**src/rtl/karatsuba_pkg.sv**
```systemverilog
// ---------------------------------------------------------------------------
// karatsuba_pkg
// Shared definitions for the Karatsuba multiplier slice:
//   state_t     - controller states, in the order a normal operation visits them
//   LAT_NORMAL  - cycles from operand accept to out_valid on the full path
//   LAT_FAST    - cycles from operand accept to out_valid on the small-operand path
// ---------------------------------------------------------------------------
package karatsuba_pkg;

  typedef enum logic [2:0] {
    IDLE    = 3'd0,
    MUL_LO  = 3'd1,
    MUL_MID = 3'd2,
    MUL_HI  = 3'd3,
    COMBINE = 3'd4,
    DONE    = 3'd5
  } state_t;

  localparam int LAT_NORMAL = 5;
  localparam int LAT_FAST   = 2;

endpackage

```
**src/rtl/karatsuba_mult_if.sv**
```systemverilog
// ---------------------------------------------------------------------------
// karatsuba_mult_if
// Operand/product handshake bundle for karatsuba_mult.
//   in_valid/in_ready       - operand handshake (producer -> multiplier)
//   input_1/input_2         - WIDTH-bit unsigned operands
//   out_valid/out_ready     - product handshake (multiplier -> consumer)
//   product                 - 2*WIDTH-bit unsigned product
//   out_fast                - product came from the small-operand path
// Modports: master = the side supplying operands and taking products,
//           slave  = the multiplier itself.
// ---------------------------------------------------------------------------
interface karatsuba_mult_if #(
  parameter int WIDTH = 64
);

  logic                 in_valid;
  logic                 in_ready;
  logic [WIDTH-1:0]     input_1;
  logic [WIDTH-1:0]     input_2;
  logic                 out_valid;
  logic                 out_ready;
  logic [2*WIDTH-1:0]   product;
  logic                 out_fast;

  modport master (
    output in_valid, input_1, input_2, out_ready,
    input  in_ready, out_valid, product, out_fast
  );

  modport slave (
    input  in_valid, input_1, input_2, out_ready,
    output in_ready, out_valid, product, out_fast
  );

endinterface

```
**src/rtl/karatsuba_submul.sv**
```systemverilog
// ---------------------------------------------------------------------------
// karatsuba_submul
// Single shared sub-multiplier used for all three Karatsuba partial products.
// Inputs are combinational; the product is registered, so a pair presented
// during one cycle is available on p during the next cycle.
//   clk_in    - clock
//   rst_n_in  - asynchronous active-low reset, clears p
//   a, b      - W-bit unsigned operands
//   p         - 2*W-bit registered product
// ---------------------------------------------------------------------------
module karatsuba_submul #(
  parameter int W = 33
) (
  input  logic           clk_in,
  input  logic           rst_n_in,
  input  logic [W-1:0]   a,
  input  logic [W-1:0]   b,
  output logic [2*W-1:0] p
);

  // One multiply per cycle, result registered for a latency of exactly one.
  always_ff @(posedge clk_in or negedge rst_n_in) begin
    if (!rst_n_in) begin
      p <= '0;
    end else begin
      p <= a * b;
    end
  end

endmodule

```
**src/rtl/karatsuba_mult.sv**
```systemverilog
// ---------------------------------------------------------------------------
// karatsuba_mult
// Sequential Karatsuba multiplier: WIDTH x WIDTH unsigned -> 2*WIDTH product
// using one shared (H+1)x(H+1) sub-multiplier, H = WIDTH/2.
//   z0 = lo1*lo2, z1 = (lo1+hi1)*(lo2+hi2), z2 = hi1*hi2
//   product = (z2 << 2H) + ((z1 - z2 - z0) << H) + z0
// When FAST_PATH is set and both upper halves are zero, only z0 is needed and
// the result is returned three cycles earlier with out_fast set.
// Ports:
//   clk_in    - clock, all state changes on its rising edge
//   rst_n_in  - asynchronous active-low reset, aborts any operation
//   bus       - karatsuba_mult_if slave: operand and product handshakes
// Parameters:
//   WIDTH     - operand width, even and at least 4
//   FAST_PATH - 1 enables the small-operand shortcut
// ---------------------------------------------------------------------------
module karatsuba_mult #(
  parameter int WIDTH     = 64,
  parameter int FAST_PATH = 1
) (
  input  logic             clk_in,
  input  logic             rst_n_in,
  karatsuba_mult_if.slave  bus
);

  import karatsuba_pkg::*;

  localparam int H  = WIDTH / 2;
  localparam int S  = H + 1;
  localparam int PW = 2 * WIDTH;

  state_t           state;
  logic [WIDTH-1:0] op1_q;
  logic [WIDTH-1:0] op2_q;
  logic             fast_q;
  logic [2*H-1:0]   z0_q;
  logic [2*S-1:0]   z1_q;
  logic [2*H-1:0]   z2_q;

  logic             in_ready_q;
  logic             out_valid_q;
  logic             out_fast_q;
  logic [PW-1:0]    product_q;

  logic [S-1:0]     sub_a;
  logic [S-1:0]     sub_b;
  logic [2*S-1:0]   sub_p;
  logic [2*S-1:0]   mid;
  logic [PW-1:0]    combined;
  logic             accept;
  logic             take_fast;

  assign bus.in_ready  = in_ready_q;
  assign bus.out_valid = out_valid_q;
  assign bus.out_fast  = out_fast_q;
  assign bus.product   = product_q;

  assign accept    = bus.in_valid && in_ready_q;
  assign take_fast = (FAST_PATH != 0) &&
                     (bus.input_1[WIDTH-1:H] == '0) &&
                     (bus.input_2[WIDTH-1:H] == '0);

  // The sub-multiplier is fed one step ahead of the state that captures its
  // result: while IDLE it already multiplies the low halves straight off the
  // bus, so z0 is waiting in MUL_LO the cycle after accept. MUL_LO then feeds
  // the half-sums (captured in MUL_MID) and MUL_MID feeds the high halves
  // (captured in MUL_HI).
  always_comb begin
    sub_a = '0;
    sub_b = '0;
    case (state)
      IDLE: begin
        sub_a = {1'b0, bus.input_1[H-1:0]};
        sub_b = {1'b0, bus.input_2[H-1:0]};
      end
      MUL_LO: begin
        sub_a = {1'b0, op1_q[WIDTH-1:H]} + {1'b0, op1_q[H-1:0]};
        sub_b = {1'b0, op2_q[WIDTH-1:H]} + {1'b0, op2_q[H-1:0]};
      end
      MUL_MID: begin
        sub_a = {1'b0, op1_q[WIDTH-1:H]};
        sub_b = {1'b0, op2_q[WIDTH-1:H]};
      end
      default: begin
        sub_a = '0;
        sub_b = '0;
      end
    endcase
  end

  karatsuba_submul #(
    .W (S)
  ) u_submul (
    .clk_in   (clk_in),
    .rst_n_in (rst_n_in),
    .a        (sub_a),
    .b        (sub_b),
    .p        (sub_p)
  );

  // z1 >= z0 + z2 always, so the middle term never goes negative and fits in
  // 2H+2 bits. z0 occupies exactly the low 2H bits, so z2<<2H + z0 is a plain
  // concatenation and only one adder is needed.
  assign mid      = z1_q - {2'b00, z2_q} - {2'b00, z0_q};
  assign combined = {z2_q, z0_q} + ({{(PW-2*S){1'b0}}, mid} << H);

  // Controller and all registered outputs. in_ready is only ever high in
  // IDLE; it comes up one edge after reset and one edge after each output
  // handshake, which guarantees a gap cycle between products.
  always_ff @(posedge clk_in or negedge rst_n_in) begin
    if (!rst_n_in) begin
      state       <= IDLE;
      op1_q       <= '0;
      op2_q       <= '0;
      fast_q      <= 1'b0;
      z0_q        <= '0;
      z1_q        <= '0;
      z2_q        <= '0;
      in_ready_q  <= 1'b0;
      out_valid_q <= 1'b0;
      out_fast_q  <= 1'b0;
      product_q   <= '0;
    end else begin
      case (state)
        IDLE: begin
          in_ready_q <= 1'b1;
          if (accept) begin
            op1_q      <= bus.input_1;
            op2_q      <= bus.input_2;
            fast_q     <= take_fast;
            in_ready_q <= 1'b0;
            state      <= MUL_LO;
          end
        end
        MUL_LO: begin
          if (fast_q) begin
            product_q   <= {{(PW-2*S){1'b0}}, sub_p};
            out_fast_q  <= 1'b1;
            out_valid_q <= 1'b1;
            state       <= DONE;
          end else begin
            z0_q  <= sub_p[2*H-1:0];
            state <= MUL_MID;
          end
        end
        MUL_MID: begin
          z1_q  <= sub_p;
          state <= MUL_HI;
        end
        MUL_HI: begin
          z2_q  <= sub_p[2*H-1:0];
          state <= COMBINE;
        end
        COMBINE: begin
          product_q   <= combined;
          out_fast_q  <= 1'b0;
          out_valid_q <= 1'b1;
          state       <= DONE;
        end
        DONE: begin
          if (bus.out_ready) begin
            out_valid_q <= 1'b0;
            in_ready_q  <= 1'b1;
            state       <= IDLE;
          end
        end
        default: begin
          state <= IDLE;
        end
      endcase
    end
  end

endmodule

```
**src/flat_wrapper.sv**
```systemverilog
// flat-port wrapper written by rule: the top's interface ports become plain ports
module karatsuba_mult_flat import karatsuba_pkg::*;
#(
  parameter int WIDTH     = 64,
  parameter int FAST_PATH = 1
)
  (clk_in, rst_n_in, bus_in_valid, bus_input_1, bus_input_2, bus_out_ready, bus_in_ready, bus_out_valid, bus_product, bus_out_fast);
  karatsuba_mult_if #(.WIDTH(WIDTH)) bus_i ();
  input  logic clk_in;
  input  logic rst_n_in;
  input wire logic [$bits(bus_i.in_valid)-1:0] bus_in_valid;
  input wire logic [$bits(bus_i.input_1)-1:0] bus_input_1;
  input wire logic [$bits(bus_i.input_2)-1:0] bus_input_2;
  input wire logic [$bits(bus_i.out_ready)-1:0] bus_out_ready;
  output wire logic [$bits(bus_i.in_ready)-1:0] bus_in_ready;
  output wire logic [$bits(bus_i.out_valid)-1:0] bus_out_valid;
  output wire logic [$bits(bus_i.product)-1:0] bus_product;
  output wire logic [$bits(bus_i.out_fast)-1:0] bus_out_fast;
  assign bus_i.in_valid = bus_in_valid;
  assign bus_i.input_1 = bus_input_1;
  assign bus_i.input_2 = bus_input_2;
  assign bus_i.out_ready = bus_out_ready;
  assign bus_in_ready = bus_i.in_ready;
  assign bus_out_valid = bus_i.out_valid;
  assign bus_product = bus_i.product;
  assign bus_out_fast = bus_i.out_fast;
  karatsuba_mult #(.WIDTH(WIDTH), .FAST_PATH(FAST_PATH)) u_core (.clk_in(clk_in), .rst_n_in(rst_n_in), .bus(bus_i));
endmodule
```
**config.mk**
```make
export PLATFORM = sky130hd
export DESIGN_NAME = karatsuba_mult_flat
export DESIGN_NICKNAME = d
export VERILOG_FILES = /design/src/rtl/karatsuba_pkg.sv /design/src/rtl/karatsuba_mult_if.sv /design/src/rtl/karatsuba_submul.sv /design/src/rtl/karatsuba_mult.sv /design/src/flat_wrapper.sv
export SDC_FILE = /design/constraint.sdc
export NUM_CORES = 2
export LEC_CHECK = 0
export ABC_AREA = 1
export BUFFER_PORTS_ARGS = -buffer_cell sky130_fd_sc_hd__clkbuf_2
export CELL_PAD_IN_SITES_DETAIL_PLACEMENT = 1
export CELL_PAD_IN_SITES_GLOBAL_PLACEMENT = 2
export CORE_MARGIN = 1
export CORE_UTILIZATION = 38
export CTS_CLUSTER_SIZE = 24
export DETAILED_ROUTE_END_ITERATION = 7
export PLACE_DENSITY = 0.83
export SYNTH_ARGS = -nofsm -noshare
export SYNTH_HDL_FRONTEND = slang
export SYNTH_SLANG_ARGS = --single-unit
```
**constraint.sdc**
```tcl
create_clock -name clk_in -period 8.85 [get_ports clk_in]
set_clock_uncertainty 0.1 [all_clocks]
set_input_delay 0.885 -clock clk_in [delete_from_list [all_inputs] [get_ports clk_in]]
set_output_delay 0.885 -clock clk_in [all_outputs]
set_load 0.01 [all_outputs]
```
==> reports/summary.md <==
Timing would allow up to 0.116 GHz. The synthesized area divided by synthesized cell count is 7.20 um^2, and the number of rows created at floorplan is 163. The routed wire length is 347000 um, and the total of flip-flops plus latches after synthesis is 523.

The run gives 0 as the count of final hold-check violations. Summed over all instances, the cell type with the most area after synthesis is sky130_fd_sc_hd__fa_1. The cell with the biggest individual delay on the critical path was sky130_fd_sc_hd__fa_1. The area share of the largest cell type after synthesis was 27.2%.

The clock tree synthesis step divided the H-tree into 3 levels. The logs give 17.4% for the sequential element share of the synthesized area and 9 for the initial antenna violation count. The most used cell along the critical path was sky130_fd_sc_hd__fa_1.

The tools report the clock sink total as 523. The logs give 1.01 for the weighted congestion at the end of routability-driven global placement and 197000 um^2 for the area of the core. The global-route usage over all layers is 34.7%. The die covers 200000 um^2. STA classifies the critical path endpoint as a flop. Entering global routing, the biggest net connects 148 pins. Buffers inserted to repair hold after CTS numbered 0. Port buffering added 262 buffers. The tools report the wire length of the first global-routing pass as 507000 um.

In this run, the number of DRC markers left after iteration 0 of detailed routing was 4292. The number of pins with negative max-slew slack in the final report came out at 0. The total of endpoints with negative setup slack in the final report came out at 0. Across all layers, the routed design uses 70156 vias. The DRC violation count after routing came out at 0.

The most common cell in the synthesized netlist is sky130_fd_sc_hd__nand2_1. At the worst endpoint, the required time is 9.34 ns. After detailed routing, the average wire length per cell comes to 25.6 um.

The mean number of vias per cell works out to 5.17. TritonCTS built the clock tree. The path class of the tightest hold or removal check is primary input to asynchronous set/reset pin.

The largest driver fanout on the critical path came out at 16. The cell count after synthesis came out at 10481. Setup repair after global routing could not meet its margin everywhere. The HPWL after detailed placement is 299000 um. Once layout is complete, the utilization of the core stands at 42.9%. After clock tree synthesis, the clock-pin slew on the worst setup and hold paths is 0.06 ns.

By area the synthesized netlist is led by sky130_fd_sc_hd__fa_1 (27%), sky130_fd_sc_hd__dfrtp_1 (17%), sky130_fd_sc_hd__nand2_1 (15%). The total nets after synthesis was 12100; the deepest clock path buffer count was 3. The max-cap check violation count was 0.

The final design instance area without fill was 84700 um^2; the fraction of registers with async set or reset after synthesis was 100%. Most used flip-flop cell after synthesis: sky130_fd_sc_hd__dfrtp_1. The x dimension of the die was 447 um; the synthesized cell area was 75400 um^2. After layout, the minimum clock period comes to 8.62 ns.

Data on the critical path arrives at its endpoint at 9.11 ns. The number of optimization iterations in the first detailed-route pass was 5; the floorplan die height was 447 um. The count of flip-flops with a built-in enable after synthesis was 0; the measured slew at the worst slew-check pin was 1.03 ns. The run finished with clean final reports.

For the final antenna-violating net count, the log shows 0. The maximum single-stage delay on the critical path came out at 0.54 ns. Kind of critical path: flop to flop. Counting instances in the post-synthesis netlist gives the leading cell types as sky130_fd_sc_hd__nand2_1 (3103), sky130_fd_sc_hd__inv_1 (2298), sky130_fd_sc_hd__fa_1 (1025), sky130_fd_sc_hd__nor2_1 (860), sky130_fd_sc_hd__dfrtp_1 (523). After global routing the overflow that remains totals 0. For this configuration, the core starts out at a cell density of 38.2%. The source-to-sink clock delay at the later pin of the worst-skew pair was 0.73 ns; the final period utilization was 97.4%. The tools report the cell at the root of the clock tree as sky130_fd_sc_hd__clkbuf_16. The number of distinct standard cells referenced by the synthesized netlist was 53. The worst setup path is launched from a flop. The fraction of final layout cells with drive strength greater than 1 was 9.64%; the post-synthesis to final-layout area growth was 12.3%. Post-detailed-placement cell area: 80900 um^2.

The number of synthesis warnings was 0; the hold slack was 0.0385 ns. Via count of the first global-routing pass: 76276. Adding up every negative setup slack in the final design gives 0 ns. The worst pin sits at a relative slew slack of 31.5%. Number of primary I/O pins: 263.

The number of buffers created by CTS came out at 68. The number of nets in the layout is 12477.
layout make-up:
cell class / count / area, um^2
tap: 2640 / 3300
antenna: 7 / 17.5
multi-input combinational: 7293 / 52500
timing repair buffer: 613 / 4480
clock buffer: 94 / 1960
clock inverter: 30 / 377
sequential: 523 / 13100
fill: 24998 / 113000
inverter: 2359 / 8920
placed cells by master, fill, tap and decap left out, types with 19 or more instances in the layout:
cell type / netlist / routed
sky130_fd_sc_hd__nor4_1: 23 / 21
sky130_fd_sc_hd__xor2_1: 91 / 85
sky130_fd_sc_hd__o21ai_1: 72 / 94
sky130_fd_sc_hd__nor3_1: 60 / 56
sky130_fd_sc_hd__inv_1: 2298 / 2293
sky130_fd_sc_hd__nor2_1: 860 / 822
sky130_fd_sc_hd__clkbuf_2: 0 / 261
sky130_fd_sc_hd__a21oi_1: 435 / 396
sky130_fd_sc_hd__o21ai_0: 510 / 484
sky130_fd_sc_hd__ha_2: 0 / 19
sky130_fd_sc_hd__ha_4: 0 / 20
sky130_fd_sc_hd__nand2_1: 3103 / 3078
sky130_fd_sc_hd__buf_12: 0 / 31
sky130_fd_sc_hd__nand3b_1: 23 / 23
sky130_fd_sc_hd__nand4_1: 56 / 56
sky130_fd_sc_hd__ha_1: 462 / 423
sky130_fd_sc_hd__nor2_2: 6 / 38
sky130_fd_sc_hd__fa_1: 1025 / 1017
sky130_fd_sc_hd__a31oi_1: 51 / 51
sky130_fd_sc_hd__nand2_2: 34 / 36
sky130_fd_sc_hd__dfrtp_1: 523 / 522
sky130_fd_sc_hd__o21bai_1: 29 / 27
sky130_fd_sc_hd__a21oi_2: 1 / 40
sky130_fd_sc_hd__nand2_4: 11 / 33
sky130_fd_sc_hd__buf_4: 47 / 299
sky130_fd_sc_hd__nand3_1: 315 / 311
sky130_fd_sc_hd__clkbuf_16: 0 / 72
sky130_fd_sc_hd__inv_2: 56 / 43
flip-flops by register name, summed over array words and instances (netlist names):
| register | flops |
|---|---|
| u_core.bus.in_ready | 1 |
| u_core.bus.out_fast | 1 |
| u_core.bus.out_valid | 1 |
| u_core.bus.product | 128 |
| u_core.fast_q | 1 |
| u_core.op1_q | 64 |
| u_core.op2_q | 64 |
| u_core.state | 3 |
| u_core.u_submul.p | 66 |
| u_core.z0_q | 64 |
| u_core.z1_q | 66 |
| u_core.z2_q | 64 |
stage by stage:
step | instances | setup slack (ns)
final | 13559 | 0.232
after global routing | 13554 | -0.0504
after CTS | 13524 | -0.00531
after floorplan | 10481 | 1.07
after detailed placement | 13398 | -0.407
after global placement | 13398 | -0.355
critical path, delay by kind of cell, from the launching register on:
family,cells,cell delay [ns]
flops,1,0.40
fa+ha+maj,10,4.51
simple gates,13,2.13
buf+inv,7,0.81
compound gates,3,0.51
layer usage:
layer,vias to the layer above,GRT usage [%],share of wire (%)
met3,688,3.53,3.7
met1,35698,40.8,39
met2,1713,60.3,49
li1,32049,-,-
met5,-,0,0.016
met4,8,22.5,7.9
worst paths after layout:
kind / cells after the start / startpoint / slack, ns / end
max: 33 / u_core.op2_q[62]$_DFFE_PN0P_ / 0.23 / u_core.u_submul.p[61]$_DFF_PN0_
min: 1 / rst_n_in / 0.04 / u_core.z2_q[11]$_DFFE_PN0N_
max reg2reg: 33 / u_core.op2_q[62]$_DFFE_PN0P_ / 0.23 / u_core.u_submul.p[61]$_DFF_PN0_
min reg2reg: 2 / u_core.bus.product[81]$_DFFE_PN0P_ / 0.38 / u_core.bus.product[81]$_DFFE_PN0P_
max in group asynchronous: 3 / rst_n_in / 6.58 / u_core.op2_q[29]$_DFFE_PN0P_
min in group clk_in: 3 / bus_input_2[54] / 0.29 / u_core.op2_q[54]$_DFFE_PN0P_
repair_timing:
| item | 4_1_cts | 5_1_grt |
|---|---|---|
| setup endpoints to repair | 19 | 45 |
| buffers inserted | 2 | 24 |
| pin swaps | 1 | 41 |
| cloned | 0 | 4 |
| resized for setup | 31 | 257 |
cell families after synthesis:
| kind of cell | Yosys count | share of synthesized area [%] |
|---|---|---|
| flops | 523 | 17.4 |
| fa+ha+maj | 1487 | 34.9 |
| buf+inv | 2665 | 14.3 |
| xor+xnor | 106 | 1.23 |
| compound gates | 1159 | 8.09 |
| simple gates | 4541 | 24.2 |
Power is left out: the tool's default activity adds up to more than one toggle a clock period on the data nets, which glitch-free logic cannot reach.
